### config.mk
export PLATFORM = sky130hd
export DESIGN_NAME = seq_detect_arbiter
export DESIGN_NICKNAME = d
export VERILOG_FILES = /design/src/rtl/seq_detect_arbiter.sv
export SDC_FILE = /design/constraint.sdc
export NUM_CORES = 1
export LEC_CHECK = 0
export BUFFER_PORTS_ARGS = -buffer_cell sky130_fd_sc_hd__buf_2
export CAP_MARGIN = 20
export CORE_AREA = 2 2 55 70
export DETAILED_ROUTE_END_ITERATION = 10
export DIE_AREA = 0 0 57 72
export GPL_TIMING_DRIVEN = 0
export PLACE_DENSITY = 0.77
export REMOVE_ABC_BUFFERS = 1
export SYNTH_ARGS = -nofsm -noshare
export SYNTH_HDL_FRONTEND = slang
export SYNTH_SLANG_ARGS = --single-unit
export TNS_END_PERCENT = 1
### constraint.sdc
create_clock -name clk -period 2.1 [get_ports clk]
set_input_delay 0.21 -clock clk [delete_from_list [all_inputs] [get_ports clk]]
set_output_delay 0.21 -clock clk [all_outputs]
set_load 0.005 [all_outputs]
### src/rtl/seq_detect_arbiter.sv
// Arbitrates NUM_REQ requesters onto one shared serial 1011 detector and reports per-frame match counts.
// Define SEQ_ARB_FIXED_PRIO_EN for fixed lowest-index-wins priority instead of round-robin.
module seq_detect_arbiter #(
    parameter int NUM_REQ    = 4,
    parameter int FRAME_BITS = 8,
    parameter int CNT_W      = 4,
    parameter int ID_W       = 2
) (
    input  logic                          clk,
    input  logic                          reset,
    input  logic [NUM_REQ-1:0]            req,
    input  logic [NUM_REQ*FRAME_BITS-1:0] req_data,
    output logic [NUM_REQ-1:0]            gnt,
    output logic                          busy,
    output logic                          det_inp_bit,
    output logic                          det_reset,
    input  logic                          det_seq_seen,
    output logic                          done,
    output logic [ID_W-1:0]               done_id,
    output logic [CNT_W-1:0]              match_count
);

    localparam int BIT_W = (FRAME_BITS > 1) ? $clog2(FRAME_BITS) : 1;

    typedef enum logic [2:0] {
        IDLE   = 3'd0,
        CLEAR  = 3'd1,
        SHIFT  = 3'd2,
        DRAIN  = 3'd3,
        REPORT = 3'd4
    } state_t;

    state_t                  state;
    state_t                  state_nxt;
    logic [FRAME_BITS-1:0]   shift_reg;
    logic [BIT_W-1:0]        bit_cnt;
    logic [CNT_W-1:0]        cnt;
    logic [ID_W-1:0]         cur_id;
    logic [CNT_W-1:0]        res_cnt;
    logic [ID_W-1:0]         res_id;
    logic                    grant_vld;
    logic [ID_W-1:0]         win;
    logic [NUM_REQ-1:0]      gnt_c;

    function automatic logic [CNT_W-1:0] sat_inc(input logic [CNT_W-1:0] v);
        return (&v) ? v : v + 1'b1;
    endfunction

`ifdef SEQ_ARB_FIXED_PRIO_EN
    // Descending scan so the lowest asserted index is the last one written.
    always_comb begin
        grant_vld = 1'b0;
        win       = '0;
        for (int i = NUM_REQ - 1; i >= 0; i--) begin
            if (req[i]) begin
                grant_vld = 1'b1;
                win       = ID_W'(i);
            end
        end
    end
`else
    logic [ID_W-1:0] ptr;
    int              idx;

    // Descending scan over offsets from ptr; the smallest offset wins.
    always_comb begin
        grant_vld = 1'b0;
        win       = '0;
        idx       = 0;
        for (int i = NUM_REQ - 1; i >= 0; i--) begin
            idx = int'(ptr) + i;
            if (idx >= NUM_REQ) idx = idx - NUM_REQ;
            if (req[idx]) begin
                grant_vld = 1'b1;
                win       = ID_W'(idx);
            end
        end
    end

    always_ff @(posedge clk) begin
        if (reset) begin
            ptr <= '0;
        end else if (state == IDLE && grant_vld) begin
            ptr <= (int'(win) == NUM_REQ - 1) ? '0 : win + 1'b1;
        end
    end
`endif

    always_comb begin
        state_nxt = state;
        gnt_c     = '0;
        case (state)
            IDLE: begin
                if (grant_vld) begin
                    state_nxt  = CLEAR;
                    gnt_c[win] = 1'b1;
                end
            end
            CLEAR:  state_nxt = SHIFT;
            SHIFT:  if (int'(bit_cnt) == FRAME_BITS - 1) state_nxt = DRAIN;
            DRAIN:  state_nxt = REPORT;
            REPORT: state_nxt = IDLE;
            default: state_nxt = IDLE;
        endcase
    end

    always_ff @(posedge clk) begin
        if (reset) begin
            state   <= IDLE;
            res_cnt <= '0;
            res_id  <= '0;
        end else begin
            state <= state_nxt;
            // The last seq_seen arrives during DRAIN, so fold it in while capturing the result.
            if (state == DRAIN) begin
                res_cnt <= det_seq_seen ? sat_inc(cnt) : cnt;
                res_id  <= cur_id;
            end
        end
    end

    always_ff @(posedge clk) begin
        case (state)
            IDLE: begin
                if (grant_vld) begin
                    shift_reg <= req_data[int'(win)*FRAME_BITS +: FRAME_BITS];
                    cur_id    <= win;
                    cnt       <= '0;
                end
            end
            CLEAR: bit_cnt <= '0;
            SHIFT: begin
                shift_reg <= shift_reg << 1;
                bit_cnt   <= bit_cnt + 1'b1;
                if (det_seq_seen) cnt <= sat_inc(cnt);
            end
            default: ;
        endcase
    end

    // Reset masks every output immediately, even though state clears on the edge.
    assign gnt         = reset ? '0 : gnt_c;
    assign busy        = !reset && (state != IDLE);
    assign det_inp_bit = !reset && (state == SHIFT) && shift_reg[FRAME_BITS-1];
    assign det_reset   = reset || (state == CLEAR);
    assign done        = !reset && (state == REPORT);
    assign done_id     = reset ? '0 : res_id;
    assign match_count = reset ? '0 : res_cnt;

endmodule

==> reports/summary.txt, run 1 <==
Largest area contributor in the netlist = edfxtp_1
Slew headroom = 46.5%
Syn Area/Cell = 9.78 um2
Worst Reg-to-Reg Cells = 5
DR vias/cell = 5.67
Main synth FF type = edfxtp_1
Period utilisation layout = 93.8%
CP Cell Sequence = nor2b_1 -> nor4_4 -> nor2_4 -> buf_4 -> nor4_1 -> buf_2
Core Region = 3420 um2
Post-route DRC = 0
Register Area = 732 um2
Clock Tree Buf Depth = 2
Peak Freq = 508 MHz
Synth cell types = 42
Cell Area, Synth = 1670 um2
GRT Residual Overflow = 0
Worst Skew = 2.03 ps
Cells after DPL = 254
Vias in the first global route = 1,427
Die span in x = 57 um
IO buf count = 52
Async SR Flop Fraction = 0%
Clock root cell = clkbuf_8
Net switching power = 754 uW
Worst r2r src = ptr[0]
Crit-path max FO = 5
Synth top cells by count = nor2_1, edfxtp_1, dfxtp_1, nand2_1, a211oi_1
Worst r2r dst = shift_reg[1]
Sequential Power Share = 44.5%
Crit end category = primary output
Critical-path top delay cell = dfxtp_1
Number of flops mapped to enable cells by yosys = 17
Largest net degree at the start of global routing = 25
Global-route wire length before repair = 6170 um
Setup ws final = 131 ps
Setup_tns = 0 ps
Sequential fraction of the synthesis area = 43.7%
Antenna viol nets, final = 0
Clock Latency Late Sink = 270 ps
Layout overhead on the synthesized area = 22.4%
Arrival time worst endpoint = 1760 ps
Crit path largest cell delay = 380 ps
Die area = 4100 um2
Crit Path Class = flop to primary output
Share of the synthesized area in the top cell type = 30.5%
Cells after synthesis = 171
Final Power = 2.14 mW
Via count = 1,479
CTS tree = yes
Slew Viols, Final = 0
Initial cell density of the core = 48.8%
HPWL Detailed = 2620 um
Hold buffers post-CTS = 0
Worst-path clk slew = 100 ps
Final number of setup-violating endpoints = 0
Non-filler cells, final = 261
Max-cap violation count = 0
Hold depth = 3
CTS Buf Count = 3
Net Sw Frac = 35.2%
Die H = 72 um
Total GRT Usage = 18.8%
Clock power frac = 17.6%
N_diodes = 0
Share of cells above drive strength 1 = 33.8%
Largest cells by area after synthesis = edfxtp_1, dfxtp_1, nor2_1
Routed Wire Length = 3710 um
FF+latch count, synth = 28
HP Class = input pin to flop
Final Hold Viols = 0
Synthesis Warnings = 0
# fillers = 326
H-Tree Depth = 1
Routability Congestion = 0.775
Area of the multi-input gates = 908 um2
Tmin final = 1970 ps
Data required time of the worst path = 1890 ps
Worst hold start = req_data[16]
Nets = 266
WL per Instance = 14.2 um
Power Density = 1050 nW/um2
Unrepaired setup endpoints after global routing = false
Crit path launch type = flop
WHS Endpoint = shift_reg[0]
Clock Sinks = 28
Tightest Pin Transition = 797 ps
Num rows = 24
Final Hold Slack = 316 ps
Run status = completed
IO Pins = 53
DR pass1 iterations = 4
Number of flip-flops in the largest register = 8
Combinational share of power = 37.9%
Drt first-iter violations = 47
Initial antenna violation count = 0
Leakage = 0.904 nW
Maximum VDD drop = 611 uV
Place WS = -295 ps
Internal power = 1.39 mW
Count leader, synth = nor2_1
R2R Setup Slk = 190 ps
[cell type report]
type,instances,share of cell area (%)
Tap cell,39,2.39
Clock buffer,4,3.24
Multi-Input combinational cell,132,44.4
Timing Repair Buffer,54,13.5
Inverter,4,0.734
Sequential cell,28,35.8
[through the flow]
step / util [%] / area [um2]
floorplan: - / 1620
global placement: 56.3 / 1930
detailed placement: 56.3 / 1930
CTS: 58.6 / 2010
global route: 59.8 / 2050
finish: 59.8 / 2050
[logic make-up after synthesis]
logic type / count (synthesis) / share of synthesized area, %
compound gates: 34 / 15.3
xor+xnor: 2 / 1.05
fa+ha+maj: 4 / 2.99
buf+inv: 12 / 4.12
flops: 28 / 43.7
mux: 9 / 5.39
simple gates: 82 / 27.4
[power by group through the flow]
stage	Clock [mW]	Combinational (mW)	Sequential, mW
final	0.378	0.811	0.953
after global routing	0.407	0.917	0.978
after CTS	0.380	0.771	0.950
after detailed placement	0	0.756	0.962
after global placement	0	0.741	0.952
after floorplan	0	0.558	0.931
[what timing repair did]
item                                   4_1_cts  5_1_grt
gates resized for setup                      2        5
setup endpoints to repair                   12       22
setup buffers                                0        2
cloned                                       1        0
pin swaps                                    1        1
endpoints found under the hold margin        0        0
[how the worst max path moves through the flow]
stage | startpoint | end | slack [ps] | cells after the start
2_1_floorplan | ptr[0] | gnt[3] | 230 | 6
3_3_place_gp | req[1] | gnt[3] | -280 | 8
3_5_place_dp | req[1] | gnt[3] | -300 | 8
4_1_cts | ptr[0] | gnt[3] | 30 | 7
5_1_grt | ptr[0] | gnt[1] | 40 | 6
6_report | ptr[0] | gnt[1] | 130 | 6
[worst max-delay path, delay by kind of cell, from the launching register on]
kind,cells,cell delay [ps]
buffers and inverters,2,300
DFF,1,380
and+or+nand+nor,4,800
[layout by cell type, fill, tap and decap left out, types with 2 or more instances in the layout]
cell,Yosys,routed
a21oi_1,9,9
nor2_1,25,25
mux2i_1,9,9
and2b_1,7,7
nor2b_1,9,8
a211oi_1,10,10
clkbuf_8,0,3
buf_4,0,2
edfxtp_1,17,17
nor3_1,7,7
a221oi_1,6,6
nand2b_1,2,2
buf_2,1,52
inv_1,4,4
nor2_2,3,3
nor4_1,4,4
nand2_1,11,10
dfxtp_1,11,10
ha_1,4,4
and3_1,3,3
[per-layer routing]
layer / vias to the layer above / wire [um] / GRT usage, % / share of wire [%]
met1: 691 / 1600 / 23.1 / 43
met4: 0 / 49 / 5.68 / 1.3
li1: 734 / - / - / -
met3: 6 / 185 / 3.92 / 5.0
met5: - / 0 / 0 / 0
met2: 48 / 1880 / 33.1 / 51
Note: power is estimated with default switching activity, not from simulation.
==> inputs of run 2 (changes only) <==
--- a/config.mk
+++ b/config.mk
@@ -5,14 +5,16 @@
 export SDC_FILE = /design/constraint.sdc
 export NUM_CORES = 1
 export LEC_CHECK = 0
+export ABC_AREA = 1
 export BUFFER_PORTS_ARGS = -buffer_cell sky130_fd_sc_hd__buf_2
 export CAP_MARGIN = 20
-export CORE_AREA = 2 2 55 70
+export CORE_AREA = 2 2 59 75
 export DETAILED_ROUTE_END_ITERATION = 10
-export DIE_AREA = 0 0 57 72
+export DIE_AREA = 0 0 61 77
 export GPL_TIMING_DRIVEN = 0
 export PLACE_DENSITY = 0.77
 export REMOVE_ABC_BUFFERS = 1
+export SLEW_MARGIN = 30
 export SYNTH_ARGS = -nofsm -noshare
 export SYNTH_HDL_FRONTEND = slang
 export SYNTH_SLANG_ARGS = --single-unit
==> reports/summary.txt, run 2 <==
Synth top cells by count = nand2_1, inv_1, nand3_1, nor2_1, edfxtp_1
Post-route DRC = 0
Worst Skew = 4.94 ps
CP startpoint = ptr[0]
Vias in the first global route = 1,566
Maximum VDD drop = 870 uV
Total GRT Usage = 17.2%
DR pass1 iterations = 4
CTS tree = yes
Worst hold start = reset
Most frequent cells in the layout = nand2_1, inv_1, buf_2
Core Region = 4000 um2
Number of flip-flops in the largest register = 8
Share of cells above drive strength 1 = 29.9%
Final Hold Slack = 255 ps
Num rows = 26
GRT Residual Overflow = 0
Leakage = 1.33 nW
Antenna viol nets, final = 0
Largest area contributor in the netlist = edfxtp_1
Internal power = 1.80 mW
Routed Wire Length = 3900 um
Layout overhead on the synthesized area = 20.8%
Cells after synthesis = 285
Drt first-iter violations = 67
Arrival time worst endpoint = 1860 ps
HP Class = input pin to flop
Crit end category = primary output
Crit-path max FO = 8
Combinational share of power = 59.9%
Largest cells by area after synthesis = edfxtp_1, nand2_1, dfxtp_1
IO Pins = 53
Nets = 388
Tightest Pin Transition = 445 ps
WL per Instance = 9.75 um
Compound-Gate Fraction of Synth Area = 6.37%
Worst-path clk slew = 80 ps
Syn Area/Cell = 7.10 um2
Data required time of the worst path = 1890 ps
Die span in x = 61 um
CTS Buf Count = 3
Die area = 4700 um2
Cell Area, Synth = 2020 um2
Routability Congestion = 0.846
Synth Area in Simple Gates = 39.2%
Largest family of logic cells by synthesized area = simple AND/OR/NAND/NOR gates
Via count = 1,861
Global-route wire length before repair = 6310 um
Synth Area in Adders = 2.47%
DR vias/cell = 4.65
Crit Path Class = flop to primary output
Initial antenna violation count = 0
Sequential Power Share = 31.2%
Post-synthesis mux area share = 0.495%
Most common cell after layout, fill and taps aside = nand2_1
Critical-path top delay cell = dfxtp_4
Clock root cell = clkbuf_8
N_diodes = 0
Net switching power = 1.49 mW
FF+latch count, synth = 28
Synthesis Warnings = 0
IO buf count = 52
Number of flops mapped to enable cells by yosys = 17
HPWL Detailed = 2930 um
Max-cap violation count = 0
Unrepaired setup endpoints after global routing = true
Slew headroom = 70.3%
Net Sw Frac = 45.3%
Share of the synthesized area in the top cell type = 25.2%
Synth cell types = 33
Crit path launch type = flop
Crit path largest cell delay = 430 ps
Worst Path Buf+Inv = 2
Clock Sinks = 28
Run status = completed
Period utilisation layout = 98.7%
Final Power = 3.30 mW
Clock Latency Late Sink = 280 ps
Main synth FF type = edfxtp_1
Final number of setup-violating endpoints = 0
Largest net degree at the start of global routing = 20
Slew Viols, Final = 0
XOR/XNOR Fraction of Synth Area = 0.433%
Async SR Flop Fraction = 0%
Die H = 77 um
H-Tree Depth = 1
Initial cell density of the core = 50.6%
Clock power frac = 8.9%
Tmin final = 2070 ps
Sequential fraction of the synthesis area = 36.1%
Peak Freq = 482 MHz
Worst r2r src = ptr[0]
Count leader, synth = nand2_1
Power Density = 1350 nW/um2
CP Cell Sequence = nand2_1 -> and2_2 -> nor2_1 -> o211ai_4 -> buf_4 -> nor3_2 -> buf_2
Clock Tree Buf Depth = 2
Final Hold Viols = 0
Crit path max-delay family = simple AND/OR/NAND/NOR gates
run 2: worst paths after layout:
check / to / cells past startpoint / slack (ps)
max: gnt[1] / 7 / 30
min: state[2] / 2 / 250
max reg2reg: shift_reg[7] / 15 / 140
min reg2reg: res_id[1] / 2 / 460
run 2: layout make-up:
class	instances	area (um2)
Tap cell	56	70.1
Inverter	60	238
Clock buffer	4	45.0
Sequential cell	28	736
Timing Repair Buffer	62	335
Multi-Input combinational cell	190	1020
Fill cell	392	1560
run 2: routing by layer:
| layer | vias up | part of all wire [%] | track usage [%] |
|---|---|---|---|
| met2 | 40 | 50 | 28.7 |
| met4 | 0 | 1.9 | 7.83 |
| met3 | 5 | 3.2 | 1.52 |
| li1 | 1007 | - | - |
| met1 | 809 | 45 | 21.6 |
| met5 | - | 0 | 0 |
run 2: repair_timing:
action	CTS	global route
buffers inserted	1	9
endpoints found under the setup margin	25	13
gates resized for setup	8	6
pin swaps	2	3
endpoints found under the hold margin	0	0
hold buffers	0	0
run 2: cells by family after synthesis:
logic type	count (synthesis)
AO/OA/AOI/OAI	22
XOR/XNOR	1
adder cells (fa/ha/maj)	4
buffers and inverters	67
flip-flops	28
multiplexers	1
AND/OR/NAND/NOR	162
run 2: power by group through the flow:
| stage | Clock, mW | Sequential [mW] | Combinational, mW |
|---|---|---|---|
| 2_1_floorplan | 0 | 1.01 | 1.37 |
| 3_3_place_gp | 0 | 1.03 | 1.70 |
| 3_5_place_dp | 0 | 1.04 | 1.74 |
| 4_1_cts | 0.306 | 1.03 | 1.81 |
| 5_1_grt | 0.322 | 1.06 | 2.23 |
| 6_report | 0.294 | 1.03 | 1.97 |
run 2: stage by stage:
stage	instances	TNS (ps)	cell area, um2	utilization, %	setup WS (ps)
floorplan	278	0	1950	-	25.0
global placement	386	-7260	2280	57.1	-456
detailed placement	386	-7730	2280	57.1	-467
CTS	391	-291	2360	58.9	-119
global route	400	-235	2440	61.1	-67.3
finish	400	0	2440	61.1	27.1
